$ cat src/rtl/fifo_pkg.sv
// rtl/fifo_pkg.sv - shared pointer-width constants and Gray/binary helpers for the dual-clock FIFO
package fifo_pkg;

    localparam int DEFAULT_ADDR_WIDTH = 4;
    localparam int PTR_W              = DEFAULT_ADDR_WIDTH + 1;

    // Helpers run at a fixed wide width; callers zero-extend and truncate to their own pointer width.
    localparam int FN_W = 32;

    function automatic logic [FN_W-1:0] bin2gray(input logic [FN_W-1:0] bin);
        return bin ^ (bin >> 1);
    endfunction

    function automatic logic [FN_W-1:0] gray2bin(input logic [FN_W-1:0] gray);
        logic [FN_W-1:0] bin;
        bin[FN_W-1] = gray[FN_W-1];
        for (int i = FN_W - 2; i >= 0; i--) begin
            bin[i] = bin[i+1] ^ gray[i];
        end
        return bin;
    endfunction

endpackage

$ cat src/rtl/fifo_ptr_sync.sv
// rtl/fifo_ptr_sync.sv - multi-flop synchroniser for a Gray pointer crossing clock domains
module fifo_ptr_sync #(
    parameter int WIDTH       = 5,
    parameter int SYNC_STAGES = 2
) (
    input  logic             clk,
    input  logic             rst,
    input  logic [WIDTH-1:0] ptr,
    output logic [WIDTH-1:0] ptr_sync
);

    logic [WIDTH-1:0] stage_q [SYNC_STAGES];

    always_ff @(posedge clk or posedge rst) begin
        if (rst) begin
            for (int i = 0; i < SYNC_STAGES; i++) begin
                stage_q[i] <= '0;
            end
        end else begin
            stage_q[0] <= ptr;
            for (int i = 1; i < SYNC_STAGES; i++) begin
                stage_q[i] <= stage_q[i-1];
            end
        end
    end

    assign ptr_sync = stage_q[SYNC_STAGES-1];

endmodule

$ cat src/rtl/async_fifo_read_ctrl.sv
// rtl/async_fifo_read_ctrl.sv - read-domain pointer, empty/almost-empty flags and fill level
module async_fifo_read_ctrl
    import fifo_pkg::*;
#(
    parameter int ADDR_WIDTH  = 4,
    parameter int SYNC_STAGES = 2,
    parameter int AE_THRESH   = 2
) (
    input  logic                  rd_clk,
    input  logic                  reset,
    input  logic                  read_en,
    input  logic [ADDR_WIDTH:0]   wr_gray_ptr,
    output logic [ADDR_WIDTH-1:0] read_addr,
    output logic [ADDR_WIDTH:0]   gray_read_ptr,
    output logic                  rd_fire,
    output logic                  empty,
    output logic                  almost_empty,
    output logic [ADDR_WIDTH:0]   rd_level,
    output logic                  underflow
);

    localparam int PW = ADDR_WIDTH + 1;

    logic [PW-1:0] rd_bin;
    logic [PW-1:0] rd_bin_next;
    logic [PW-1:0] rd_gray_next;
    logic [PW-1:0] wr_gray_s;
    logic [PW-1:0] wr_bin_s;
    logic [PW-1:0] level_next;

    fifo_ptr_sync #(
        .WIDTH       (PW),
        .SYNC_STAGES (SYNC_STAGES)
    ) u_wr_ptr_sync (
        .clk      (rd_clk),
        .rst      (reset),
        .ptr      (wr_gray_ptr),
        .ptr_sync (wr_gray_s)
    );

    // Flags are computed from the post-read pointer so a read that drains the FIFO sees empty next edge.
    always_comb begin
        rd_fire      = read_en & ~empty;
        rd_bin_next  = rd_bin + PW'(rd_fire);
        rd_gray_next = PW'(bin2gray(FN_W'(rd_bin_next)));
        wr_bin_s     = PW'(gray2bin(FN_W'(wr_gray_s)));
        level_next   = wr_bin_s - rd_bin_next;
    end

    always_ff @(posedge rd_clk or posedge reset) begin
        if (reset) begin
            rd_bin        <= '0;
            gray_read_ptr <= '0;
            empty         <= 1'b1;
            almost_empty  <= 1'b1;
            rd_level      <= '0;
            underflow     <= 1'b0;
        end else begin
            rd_bin        <= rd_bin_next;
            gray_read_ptr <= rd_gray_next;
            empty         <= (rd_gray_next == wr_gray_s);
            almost_empty  <= (int'(level_next) <= AE_THRESH);
            rd_level      <= level_next;
            underflow     <= read_en & empty;
        end
    end

    assign read_addr = rd_bin[ADDR_WIDTH-1:0];

endmodule

$ cat config.mk
export PLATFORM = sky130hd
export DESIGN_NAME = async_fifo_read_ctrl
export DESIGN_NICKNAME = d
export VERILOG_FILES = /design/src/rtl/fifo_pkg.sv /design/src/rtl/fifo_ptr_sync.sv /design/src/rtl/async_fifo_read_ctrl.sv
export SDC_FILE = /design/constraint.sdc
export NUM_CORES = 1
export LEC_CHECK = 0
export BUFFER_PORTS_ARGS = -buffer_cell sky130_fd_sc_hd__buf_2
export CORE_MARGIN = 2
export CORE_UTILIZATION = 52
export DETAILED_ROUTE_END_ITERATION = 7
export PLACE_DENSITY = 0.8
export SLEW_MARGIN = 20
export SYNTH_ARGS = -nofsm -noshare
export SYNTH_HDL_FRONTEND = slang
export SYNTH_SLANG_ARGS = --single-unit
$ cat constraint.sdc
create_clock -name rd_clk -period 2.9 [get_ports rd_clk]
set_input_delay 0.145 -clock rd_clk [delete_from_list [all_inputs] [get_ports rd_clk]]
set_output_delay 0.145 -clock rd_clk [all_outputs]
set_load 0.1 [all_outputs]
==> impl_metrics.prom <==
# TYPE chip_impl_metric gauge
chip_impl_metric{name="port-buffer-count",unit=""} 25
chip_impl_info{name="crit_chain",value="xor3_2, xor2_4, xnor2_1, ha_1, inv_1, fa_1, a31oi_1, xnor2_1, a2111oi_2"} 1
chip_impl_info{name="synth_ff_type",value="sky130_fd_sc_hd__dfrtp_1"} 1
chip_impl_metric{name="period_needed",unit="ps"} 2710
chip_impl_metric{name="floorplan.io_pins",unit=""} 26
chip_impl_info{name="run_status",value="completed"} 1
chip_impl_info{name="critPathKind",value="flip-flop to flip-flop"} 1
chip_impl_metric{name="core-area",unit="mm^2"} 0.00217
chip_impl_info{name="cell_with_the_biggest_individual_delay_on_the_critical_path",value="sky130_fd_sc_hd__xor3_2"} 1
chip_impl_metric{name="wl",unit="mm"} 1.80
chip_impl_metric{name="yosysTopAreaCellShare",unit="%"} 53.9
chip_impl_metric{name="cts.reportedPaths.clkPinSlew",unit="ps"} 130
chip_impl_metric{name="dieWidth",unit="um"} 51.2
chip_impl_metric{name="cts_setup_buffers",unit=""} 0
chip_impl_info{name="tritoncts",value="done"} 1
chip_impl_info{name="start_kind",value="flip-flop"} 1
chip_impl_metric{name="post_drt_wl_per_cell",unit="um"} 12.6
chip_impl_info{name="most_frequent_cells_in_the_layout",value="25 x sky130_fd_sc_hd__dfrtp_1, 25 x sky130_fd_sc_hd__buf_2, 15 x sky130_fd_sc_hd__xnor2_1"} 1
chip_impl_metric{name="pin_count_of_the_biggest_net_entering_global_routing",unit=""} 28
chip_impl_metric{name="report.final.slew_viol_count",unit=""} 0
chip_impl_metric{name="syn-num-nets",unit=""} 97
chip_impl_metric{name="fin_area",unit="mm^2"} 0.00143
chip_impl_metric{name="route.antenna.remaining_nets",unit=""} 0
chip_impl_metric{name="y_dimension_of_the_die",unit="um"} 51.2
chip_impl_metric{name="postSynthRegisterBits",unit=""} 27
chip_impl_metric{name="initial_utilization",unit="%"} 53.5
chip_impl_metric{name="fin_crit_sh",unit="%"} 93.3
chip_impl_metric{name="grt_overflow_total",unit=""} 0
chip_impl_metric{name="area_growth_syn_to_layout",unit="%"} 23.6
chip_impl_metric{name="yosysWarnings",unit=""} 0
chip_impl_metric{name="cts-buffers-inserted",unit=""} 3
chip_impl_metric{name="syn_area_cell",unit="um^2"} 14.1
chip_impl_metric{name="final-seq-area",unit="um^2"} 682
chip_impl_info{name="root_buffer",value="sky130_fd_sc_hd__clkbuf_4"} 1
chip_impl_metric{name="fin_ws",unit="ps"} 194
chip_impl_metric{name="final_standard_cell_count_with_taps_included_and_fillers_excluded",unit=""} 143
chip_impl_info{name="worstHoldPathType",value="input port to flip-flop"} 1
chip_impl_metric{name="synth.lib_cells_used.distinct",unit=""} 22
chip_impl_metric{name="place_hpwl",unit="mm"} 1.36
chip_impl_metric{name="edff_count_synth",unit=""} 0
chip_impl_metric{name="insertion_delay",unit="ps"} 310
chip_impl_metric{name="drcViolationCount",unit=""} 0
chip_impl_metric{name="placed_cells_incl_taps",unit=""} 133
chip_impl_metric{name="place_area",unit="mm^2"} 0.00133
chip_impl_metric{name="grt_pass1_wl",unit="mm"} 3.00
chip_impl_metric{name="max_cap_violations",unit=""} 0
chip_impl_metric{name="clock_sinks",unit=""} 27
chip_impl_metric{name="setup_viol",unit=""} 0
chip_impl_metric{name="timing_hold_violations_final",unit=""} 0
chip_impl_metric{name="drt_pass1_iterations",unit=""} 4
chip_impl_metric{name="ys_seq_area_share",unit="%"} 58.5
chip_impl_metric{name="drt_initial_violations",unit=""} 8
chip_impl_metric{name="antenna_found_initial",unit=""} 0
chip_impl_metric{name="finalHoldWorstSlack",unit="ps"} 54.4
chip_impl_metric{name="worst_slew_margin_rel",unit="%"} 39.2
chip_impl_metric{name="critical_path.max_fanout",unit=""} 3
chip_impl_metric{name="design.die.area",unit="mm^2"} 0.00262
chip_impl_metric{name="critPathArrivalTime",unit="ps"} 2930
chip_impl_metric{name="gp_congestion",unit=""} 0.811
chip_impl_metric{name="critPathMaxStageDelay",unit="ps"} 520
chip_impl_metric{name="synth_async_sr_flop_share",unit="%"} 100
chip_impl_metric{name="placementRows",unit=""} 17
chip_impl_metric{name="nets",unit=""} 131
chip_impl_metric{name="fin_skew",unit="ps"} 3.90
chip_impl_metric{name="avgViaCountPerCell",unit=""} 4.94
chip_impl_metric{name="post_synth_instance_area",unit="mm^2"} 0.00116
chip_impl_metric{name="total_routing_usage_gr",unit="%"} 16.4
chip_impl_metric{name="netlist_instances",unit=""} 82
chip_impl_metric{name="worst_margin_pin_slew",unit="ps"} 907
chip_impl_metric{name="max_freq",unit="MHz"} 370
chip_impl_metric{name="grt_pass1_vias",unit=""} 707
chip_impl_metric{name="bufs_on_longest_clock_path",unit=""} 2
chip_impl_metric{name="data_required_time_of_the_critical_path",unit="ps"} 3120
chip_impl_metric{name="via_count",unit=""} 707
chip_impl_info{name="endpoint_kind",value="flip-flop"} 1
chip_impl_metric{name="htree_levels",unit=""} 1
chip_impl_info{name="synth.top_cells.by_area",value="sky130_fd_sc_hd__dfrtp_1 54%, sky130_fd_sc_hd__xnor2_1 11%, sky130_fd_sc_hd__ha_1 6.5%"} 1
chip_impl_metric{name="layout-drive-gt1-share",unit="%"} 30.4
chip_impl_metric{name="placement.setup.worst_slack",unit="ps"} 80.3
chip_impl_info{name="post_synthesis_cell_type_with_the_largest_combined_area",value="sky130_fd_sc_hd__dfrtp_1"} 1
chip_impl_metric{name="antennaDiodeCount",unit=""} 0
chip_impl_metric{name="multi_input_comb_area",unit="um^2"} 479
chip_impl_metric{name="filler_cell_count",unit=""} 179
chip_impl_info{name="most_numerous_cell_on_the_critical_path",value="sky130_fd_sc_hd__xnor2_1"} 1
## cells by family after synthesis
kind of cell	Yosys count	share of synthesized area [%]
flip-flops	27	58.5
XOR/XNOR	23	20.1
buffers and inverters	9	3.56
AND/OR/NAND/NOR	9	4.96
AO/OA/AOI/OAI	7	4.75
adder cells (fa/ha/maj)	7	8.20
## repair_timing
| item | CTS | global route |
|---|---|---|
| gates resized for setup | 0 | 2 |
| endpoints found under the setup margin | 0 | 1 |
| hold buffers | 5 | 1 |
| hold endpoints to repair | 5 | 25 |
## critical path: cells and delay by family (launching register included)
kind / cells / cell delay, ps
buffers and inverters: 1 / 60
adders and majority gates: 2 / 570
xor gates and xnor gates: 4 / 1010
DFF: 1 / 400
AOI/OAI and AO/OA: 2 / 580
## worst paths after layout
path,slack (ps),cells after the start,endpoint,from
max,190,9,almost_empty$_DFF_PP1_,u_wr_ptr_sync.ptr_sync[2]$_DFF_PP0_
min,50,2,underflow$_DFF_PP0_,read_en
max reg2reg,190,9,almost_empty$_DFF_PP1_,u_wr_ptr_sync.ptr_sync[2]$_DFF_PP0_
min reg2reg,360,0,u_wr_ptr_sync.ptr_sync[4]$_DFF_PP0_,u_wr_ptr_sync.stage_q[9]$_DFF_PP0_
max in group asynchronous,2020,3,underflow$_DFF_PP0_,reset
min in group asynchronous,460,3,u_wr_ptr_sync.stage_q[6]$_DFF_PP0_,reset
## state kept, by name, summed over array words and instances, names as in the netlist
| signal | cells |
|---|---|
| rd_bin | 4 |
| almost_empty | 1 |
| rd_level | 5 |
| u_wr_ptr_sync.stage_q | 5 |
| underflow | 1 |
| u_wr_ptr_sync.ptr_sync | 5 |
| empty | 1 |
| gray_read_ptr | 5 |
## routing by layer
metal / up-vias / track usage, % / part of all wire (%)
li1: 332 / - / -
met1: 352 / 19.6 / 44
met2: 19 / 27.5 / 51
met3: 4 / 3.51 / 3.3
met4: 0 / 9.21 / 2.2
met5: - / 0 / 0
## cells in the mapped netlist (2+ instances only)
| master | n |
|---|---|
| sky130_fd_sc_hd__dfrtp_1 | 25 |
| sky130_fd_sc_hd__xnor2_1 | 15 |
| sky130_fd_sc_hd__a21o_1 | 2 |
| sky130_fd_sc_hd__nor2b_1 | 2 |
| sky130_fd_sc_hd__inv_1 | 7 |
| sky130_fd_sc_hd__nand3_1 | 2 |
| sky130_fd_sc_hd__ha_1 | 6 |
| sky130_fd_sc_hd__buf_4 | 2 |
| sky130_fd_sc_hd__xor2_1 | 6 |
| sky130_fd_sc_hd__dfstp_2 | 2 |
| sky130_fd_sc_hd__a21oi_1 | 2 |
## through the flow
stage	utilization, %	setup TNS [ps]
finish	66.1	0
global route	66.1	-8.69
CTS	64.8	0
detailed placement	61.2	0
global placement	61.2	0
floorplan	-	0
## layout make-up
type,instances,area share [%]
inverter,7,1.83
timing repair buffer,31,12.9
tap,28,2.44
sequential,27,47.6
multi-input combinational,46,33.4
clock buffer,4,1.83
Power is left out: the tool's default activity adds up to more than one toggle a clock period on the data nets, which glitch-free logic cannot reach.
